**src/rtl/memoria_pkg.sv**
```systemverilog
// Shared types and default sizing for the data-memory responder.
package memoria_pkg;

  localparam int unsigned DATA_W_DEF   = 8;
  localparam int unsigned ADDR_W_DEF   = 4;
  localparam int unsigned READ_LAT_DEF = 2;
  // Wide enough for the largest legal read latency (15)
  localparam int unsigned CNT_W        = 4;

  typedef enum logic [1:0] {
    IDLE = 2'd0,
    WAIT = 2'd1,
    RESP = 2'd2
  } state_t;

endpackage

```
**src/rtl/memoria_array.sv**
```systemverilog
// Single-port storage: synchronous write, asynchronous read.
// MEM_ZERO_ON_RESET_EN adds an async clear of every word on i_rst_n low.
module memoria_array
  import memoria_pkg::*;
#(
  parameter int unsigned DATA_W = DATA_W_DEF,
  parameter int unsigned ADDR_W = ADDR_W_DEF
) (
  input  logic              i_clk,
`ifdef MEM_ZERO_ON_RESET_EN
  input  logic              i_rst_n,
`endif
  input  logic              i_wr_en,
  input  logic [ADDR_W-1:0] i_addr,
  input  logic [DATA_W-1:0] i_wr_data,
  output logic [DATA_W-1:0] o_rd_data
);

  localparam int unsigned DEPTH = 2 ** ADDR_W;

  logic [DATA_W-1:0] r_mem [DEPTH];

`ifdef MEM_ZERO_ON_RESET_EN
  always_ff @(posedge i_clk or negedge i_rst_n) begin
    if (!i_rst_n) begin
      for (int i = 0; i < DEPTH; i++) begin
        r_mem[i] <= '0;
      end
    end else if (i_wr_en) begin
      r_mem[i_addr] <= i_wr_data;
    end
  end
`else
  // No reset: contents survive reset pulses
  always_ff @(posedge i_clk) begin
    if (i_wr_en) begin
      r_mem[i_addr] <= i_wr_data;
    end
  end
`endif

  assign o_rd_data = r_mem[i_addr];

endmodule

```
**src/rtl/memoria_dados_resp.sv**
```systemverilog
// Data-memory responder: serves one read or write at a time and signals completion with a one-cycle ack.
// Build option MEM_ZERO_ON_RESET_EN clears the storage array on reset.
module memoria_dados_resp
  import memoria_pkg::*;
#(
  parameter int unsigned DATA_W   = DATA_W_DEF,
  parameter int unsigned ADDR_W   = ADDR_W_DEF,
  parameter int unsigned READ_LAT = READ_LAT_DEF
) (
  input  logic              clock,
  input  logic              reset_n,
  input  logic              rd,
  input  logic              we,
  input  logic [ADDR_W-1:0] endMem,
  input  logic [DATA_W-1:0] dataInMem,
  output logic [DATA_W-1:0] dataOutMem,
  output logic              ack,
  output logic              busy,
  output logic              err
);

  state_t            r_state;
  logic [CNT_W-1:0]  r_cnt;
  logic [ADDR_W-1:0] r_addr;
  logic [DATA_W-1:0] r_dout;
  logic              r_ack;
  logic              r_busy;
  logic              r_err;

  logic              w_wr_en;
  logic [ADDR_W-1:0] w_addr;
  logic [DATA_W-1:0] w_rd_data;

  // Writes commit only on the accept edge; the latched address serves the read in WAIT
  assign w_wr_en = (r_state == IDLE) && we && !rd;
  assign w_addr  = (r_state == IDLE) ? endMem : r_addr;

  memoria_array #(
    .DATA_W (DATA_W),
    .ADDR_W (ADDR_W)
  ) u_array (
    .i_clk     (clock),
`ifdef MEM_ZERO_ON_RESET_EN
    .i_rst_n   (reset_n),
`endif
    .i_wr_en   (w_wr_en),
    .i_addr    (w_addr),
    .i_wr_data (dataInMem),
    .o_rd_data (w_rd_data)
  );

  always_ff @(posedge clock or negedge reset_n) begin
    if (!reset_n) begin
      r_state <= IDLE;
      r_cnt   <= '0;
      r_addr  <= '0;
      r_dout  <= '0;
      r_ack   <= 1'b0;
      r_busy  <= 1'b0;
      r_err   <= 1'b0;
    end else begin
      unique case (r_state)
        IDLE: begin
          r_ack <= 1'b0;
          r_err <= 1'b0;
          if (rd && we) begin
            r_err   <= 1'b1;
            r_ack   <= 1'b1;
            r_busy  <= 1'b1;
            r_state <= RESP;
          end else if (we) begin
            r_ack   <= 1'b1;
            r_busy  <= 1'b1;
            r_state <= RESP;
          end else if (rd) begin
            r_addr <= endMem;
            r_busy <= 1'b1;
            if (READ_LAT == 0) begin
              r_dout  <= w_rd_data;
              r_ack   <= 1'b1;
              r_state <= RESP;
            end else begin
              r_cnt   <= CNT_W'(READ_LAT - 1);
              r_state <= WAIT;
            end
          end else begin
            r_busy <= 1'b0;
          end
        end
        WAIT: begin
          // Data is sampled from the array as WAIT ends
          if (r_cnt == '0) begin
            r_dout  <= w_rd_data;
            r_ack   <= 1'b1;
            r_state <= RESP;
          end else begin
            r_cnt <= r_cnt - CNT_W'(1);
          end
        end
        RESP: begin
          r_ack   <= 1'b0;
          r_err   <= 1'b0;
          r_busy  <= 1'b0;
          r_state <= IDLE;
        end
        default: begin
          r_ack   <= 1'b0;
          r_err   <= 1'b0;
          r_busy  <= 1'b0;
          r_state <= IDLE;
        end
      endcase
    end
  end

  assign dataOutMem = r_dout;
  assign ack        = r_ack;
  assign busy       = r_busy;
  assign err        = r_err;

endmodule

```
**config.mk**
```make
export PLATFORM = sky130hd
export DESIGN_NAME = memoria_dados_resp
export DESIGN_NICKNAME = d
export VERILOG_FILES = /design/src/rtl/memoria_pkg.sv /design/src/rtl/memoria_array.sv /design/src/rtl/memoria_dados_resp.sv
export SDC_FILE = /design/constraint.sdc
export NUM_CORES = 1
export LEC_CHECK = 0
export ABC_AREA = 1
export CAP_MARGIN = 5
export CORE_MARGIN = 5
export CORE_UTILIZATION = 60
export DETAILED_ROUTE_END_ITERATION = 10
export HOLD_SLACK_MARGIN = 0.15
export PLACE_DENSITY = 0.82
export SYNTH_ARGS = -nofsm -noshare
export SYNTH_HDL_FRONTEND = slang
export SYNTH_SLANG_ARGS = --single-unit
```
**constraint.sdc**
```tcl
create_clock -name clock -period 3.1 [get_ports clock]
set_input_delay 0.465 -clock clock [delete_from_list [all_inputs] [get_ports clock]]
set_output_delay 0.465 -clock clock [all_outputs]
set_load 0.005 [all_outputs]
```
; ---- Word level (Yosys, flattened, before mapping)
; Memory sizes are Yosys's and may differ from the RTL's. A register that Yosys moved wholly into a read port is not among the register bits.
; Index checks and enable logic that the tools add are counted.
[op_classes]
n_bitwise = 2
n_eq_ne = 7
reduce_logical = 12
n_addsub = 1
muxes = 23
[ops]
columns = op, count
row1 = $mux W4, 5
row2 = $ne A2 B2 Y1 const B, 5
row3 = $mux W1, 9
row4 = $mux W2, 4
row5 = $pmux W4 S2, 1
row6 = $pmux W1 S2, 3
row7 = $reduce_and A5 Y1, 1
row8 = $logic_not A4 Y1, 1
row9 = $ne A4 B3 Y1 const B, 1
row10 = $pmux W2 S2, 1
row11 = $reduce_and A2 Y1, 2
row12 = $reduce_and A4 Y1, 1
row13 = $sub A4 B1 Y4 const B, 1
row14 = $logic_and A1 B1 Y1, 3
row15 = $eq A2 B1 Y1 const B, 1
row16 = $logic_not A1 Y1, 2
row17 = $logic_not A2 Y1, 1
row18 = $not A1 Y1, 2
row19 = $reduce_bool A2 Y1, 1
[word_totals]
word_cells = 52
ram_bits = 128
register_bits = 13
output_inout_bits = 11
n_memories = 1
[mem_list]
columns = name, words, width, rd, rd_clocked_by_memory_dff, write_ports, line
row1 = u_array.r_mem, 16, 8, 1, 1, 1, memoria_array.sv:21  ; logic [DATA_W-1:0] r_mem [DEPTH];

; ---- Longest topological paths before layout
[logic_depth]
ltp_word = 5
ltp_mapped = 13
depth_no_buf = 12

; ---- Cells and area by module
; From an unflattened synthesis, not the netlist that was laid out.
[hier_totals]
cells_unflattened = 657
area_unflattened_um2 = 6496.2
[by_module_without_submodules]
columns = module, seq_area_each_um2, instances, area_per_inst_um2, cells_per_inst
row1 = memoria_array, 3843.7, 1, 5432.7, 540
row2 = memoria_dados_resp, 525.5, 1, 1063.5, 117

; ---- Least setup slack after synthesis
; Ideal clock, no wire load.
[synth_timing]
kind = register -> register
from = register r_state[0]
to = memory u_array.r_mem[6][0] in the netlist's numbering (enable)
setup_time_ns = 0.370
stages_incl_launch_ff = 8
path_slack_ns = 1.040
arrival_time_ns = 1.690
period_less_slack_ns = 2.060
cell_sequence = dfrtp_1 -> nor2_4 -> nand2_1 -> o21ai_1 -> inv_2 -> nor2_2 -> inv_1 -> nor2_1
[synth_between]
elab_chain_cells = 5
word_cells_on_any_way = 6
classes_between = mux (3) / reduce/logical (3)
[synth_lines]
columns = element, line
row1 = start: declaration, memoria_dados_resp.sv:22  ; state_t r_state;
row2 = start signal: assignment, memoria_dados_resp.sv:54  ; r_state <= IDLE;
row3 = start signal: assignment, memoria_dados_resp.sv:70  ; r_state <= RESP;
row4 = start signal: assignment, memoria_dados_resp.sv:74  ; r_state <= RESP;
row5 = $logic_not A2 Y1 *, "memoria_dados_resp.sv:35, memoria_dados_resp.sv:36"
row6 = $logic_and A1 B1 Y1 (2 in series), memoria_dados_resp.sv:35  ; assign w_wr_en = (r_state == IDLE) && we && !rd;
row7 = $mux W1, memoria_array.sv:36  ; if (i_wr_en) begin
row8 = $mux W1 (not written as such), memoria_array.sv:37  ; r_mem[i_addr] <= i_wr_data;
row9 = end: declaration, memoria_array.sv:21
; Mark *: on every way between the ends. The rest lies on a longest branch, timed or not.

; ---- Final worst setup path
[layout_timing]
from = register r_state[0]
to = memory u_array.r_mem[14][5] in the netlist's numbering (enable)
; The elaborated chain is that of the path after synthesis.

==> results.py <==
metrics = {
    "clocking": {
        "cts_tree": "built",
        "clock_sinks": 149,
        "holdBufCountCts": 0,
        "clk_pin_slew_ns": 0.06,
        "clk-insertion-delay-late_ns": 0.53,
        "clk_path_buf_depth": 2,
        "cts_resized": 0,
        "cts_max_level": 4,
        "clock-root-buffer": "clkbuf_8",
        "post_cts_buffers": 0,
        "cts_buffers": 17,
    },
    "worst_setup_path": {
        "critPathLaunchType": "flop",
        "cp_max_fo": 19,
        "cp-end-kind": "flop",
        "arrival_ns": 2.84,
        "worstPathRequired_ns": 3.34,
        "path_class": "flop to flop",
    },
    "layout": {
        "n_antenna_cell": 0,
        "design_area_um2": 7433,
        "drive_gt1_frac": 0.09795,
        "final_core_util": 0.7168,
        "area_growth_pct": 16.35,
        "fillerInstances": 712,
        "nets": 688,
        "final_cells": 820,
    },
    "pwr": {
        "power.switching_mw": 2.741,
        "p_clk_frac": 0.277,
        "fin_total_pwr_mw": 7.055,
        "p_seq_frac": 0.347,
        "ir_drop_v": 0.0006869,
        "swShare": 0.3885,
        "powerDensity_nw_per_um2": 949.1,
        "pwr-share-comb": 0.376,
        "internal_power_mw": 4.314,
        "cellLeakagePower_nw": 3.057,
    },
    "grt": {
        "grt_pass1_wl_um": 24820,
        "grt_overflow_total": 0,
        "track_usage": 0.2575,
        "grt_pass1_vias": 4803,
        "grt_max_degree": 41,
        "antenna_found_initial": 0,
    },
    "die": {
        "rows": 37,
        "die_w_um": 113.2,
        "initial_utilization": 0.6161,
        "dieArea_um2": 12810,
        "core_um2": 10370,
        "fp.dieH_um": 113.2,
        "ios": 27,
    },
    "synth": {
        "synth_top_family_by_area": "simple AND/OR/NAND/NOR gates",
        "synth_area_um2": 6389,
        "synth_xor_xnor_area_share": 0,
        "synthAdderAreaFrac": 0.001958,
        "synth_mux_area_frac": 0,
        "ys.warnings.count": 0,
        "syn_nets": 644,
        "ys_ff_latch": 149,
        "syn_inst": 627,
        "synth_compound_area_frac": 0.01488,
        "yosys.area_share.simple": 0.2638,
        "ys_seq_area_frac": 0.6839,
        "synth_cell_types": 23,
        "avgSynthCellArea_um2": 10.19,
    },
    "worst_hold_path": {
        "hold_path_class": "input port to asynchronous set/reset pin",
    },
    "placed_design": {
        "dp.cells": 788,
        "hpwl_um": 9564,
        "place_ws_ns": 0.4900,
        "gp_congestion": 0.9519,
        "portBuffers": 26,
        "placed_cell_area_um2": 6863,
    },
    "route": {
        "first_pass_iters": 6,
        "drt-total-wl_um": 15440,
        "dr.first_iter.drc_count": 737,
        "wl_per_cell_um": 18.83,
        "ant_nets": 0,
        "route.vias.total": 4738,
        "viasPerCell": 5.778,
        "drc": 0,
    },
    "outcome": {
        "outcome": "finished clean",
    },
    "timing": {
        "clock_skew_ns": 0.006876,
        "max-slew-margin-rel": 0.3825,
        "final_max_slew_viol_count": 0,
        "setup_violations": 0,
        "setup_tns_ns": 0,
        "rsz0062_at_grt": "no",
        "worst_pin_slew_ns": 0.9234,
        "hold_violations": 0,
        "fin_crit_sh": 0.8366,
        "hold_slack_ns": 0.4510,
        "fmax_mhz": 385.6,
        "layout_setup_ws_ns": 0.5067,
        "period_needed_ns": 2.593,
    },
    "run": {
        "maxCapViolCount": 0,
    },
}
==> per-layer routing <==
layer | share of wire | track usage
met1 | 0.39 | 0.3324
met2 | 0.49 | 0.4250
met3 | 0.089 | 0.05134
met4 | 0.028 | 0.1138
met5 | 0 | 0
==> final cells by class <==
class,instances,area [um^2],area share
clock buffer,18,417.9,0.05622
clock inverter,14,152.6,0.02054
inverter,22,82.58,0.01111
multi-input combinational,430,1793,0.2412
sequential,149,4369,0.5878
tap,136,170.2,0.02289
timing repair buffer,51,447.9,0.06026
==> synth_stat cells <==
master / number / area share
a32o_1: 1 / 0.0016
nand4_1: 1 / 0.00098
buf_6: 2 / 0.0035
nor3_1: 1 / 0.00078
ha_1: 1 / 0.0020
o21ai_1: 2 / 0.0016
buf_2: 22 / 0.017
nor2_2: 3 / 0.0029
buf_4: 1 / 0.0012
o21ai_0: 10 / 0.0078
nor2_4: 1 / 0.0018
inv_1: 20 / 0.012
o22ai_1: 1 / 0.00098
inv_2: 2 / 0.0012
dfrtp_1: 21 / 0.082
a21oi_1: 2 / 0.0016
nand2_1: 270 / 0.16
edfxtp_1: 128 / 0.60
clkbuf_1: 1 / 0.00059
nor2_1: 44 / 0.026
nand3_1: 88 / 0.069
nand2_2: 4 / 0.0039
o21ai_2: 1 / 0.0014
==> state kept, by name, summed over array words and instances, names as in the netlist <==
| name | count |
|---|---|
| u_array.r_mem | 128 |
| dataOutMem | 8 |
| err | 1 |
| r_addr | 4 |
| ack | 1 |
| busy | 1 |
| r_cnt | 4 |
| r_state | 2 |
==> power groups by stage <==
stage | Clock, mW | Sequential (mW) | Combinational, mW
floorplan | 0 | 2.47 | 1.81
global placement | 0 | 2.47 | 2.50
detailed placement | 0 | 2.49 | 2.55
CTS | 1.97 | 2.45 | 2.60
global route | 2.07 | 2.47 | 2.94
finish | 1.95 | 2.45 | 2.65
==> cell usage in the layout (no fill, tap or decap), drive strengths merged <==
| cell type | Yosys | routed |
|---|---|---|
| a21oi | 2 | 2 |
| a32o | 1 | 1 |
| buf | 25 | 25 |
| bufinv | 0 | 2 |
| clkbuf | 1 | 18 |
| clkdlybuf4s50 | 0 | 26 |
| clkinv | 0 | 5 |
| clkinvlp | 0 | 4 |
| dfrtp | 21 | 21 |
| edfxtp | 128 | 128 |
| ha | 1 | 1 |
| inv | 22 | 25 |
| nand2 | 274 | 274 |
| nand3 | 88 | 88 |
| nand4 | 1 | 1 |
| nor2 | 48 | 48 |
| nor3 | 1 | 1 |
| o21ai | 13 | 13 |
| o22ai | 1 | 1 |
==> cells by family (layout without fill, tap and decap cells) <==
| family | count (synthesis) | after routing |
|---|---|---|
| flip-flops | 149 | 149 |
| adder cells (fa/ha/maj) | 1 | 1 |
| AND/OR/NAND/NOR | 412 | 412 |
| AO/OA/AOI/OAI | 17 | 17 |
| buffers and inverters | 48 | 105 |
==> critical path: stages (launching register included) <==
cell     delay (ns)
dfrtp_1        0.50
nor2_4         0.13
o21ai_2        0.64
buf_4          0.34
nand3_1        0.24
nor2_1         0.23
buf_4          0.20
==> final timing paths <==
| check | startpoint | endpoint | slack, ns | depth (start not counted) |
|---|---|---|---|---|
| max | r_state[0]$_DFFE_PN0P_ | u_array.r_mem[14][5]$_DFFE_PP_ | 0.51 | 6 |
| min | reset_n | r_cnt[0]$_DFFE_PN0P_ | 0.45 | 1 |
| max reg2reg | r_state[0]$_DFFE_PN0P_ | u_array.r_mem[14][5]$_DFFE_PP_ | 0.51 | 6 |
| min reg2reg | busy$_DFFE_PN0N_ | busy$_DFFE_PN0N_ | 0.51 | 2 |
| max in group asynchronous | reset_n | dataOutMem[4]$_DFFE_PN0P_ | 2.09 | 1 |
| min in group clock | busy$_DFFE_PN0N_ | busy$_DFFE_PN0N_ | 0.51 | 2 |
Note: power is estimated with default switching activity, not from simulation.
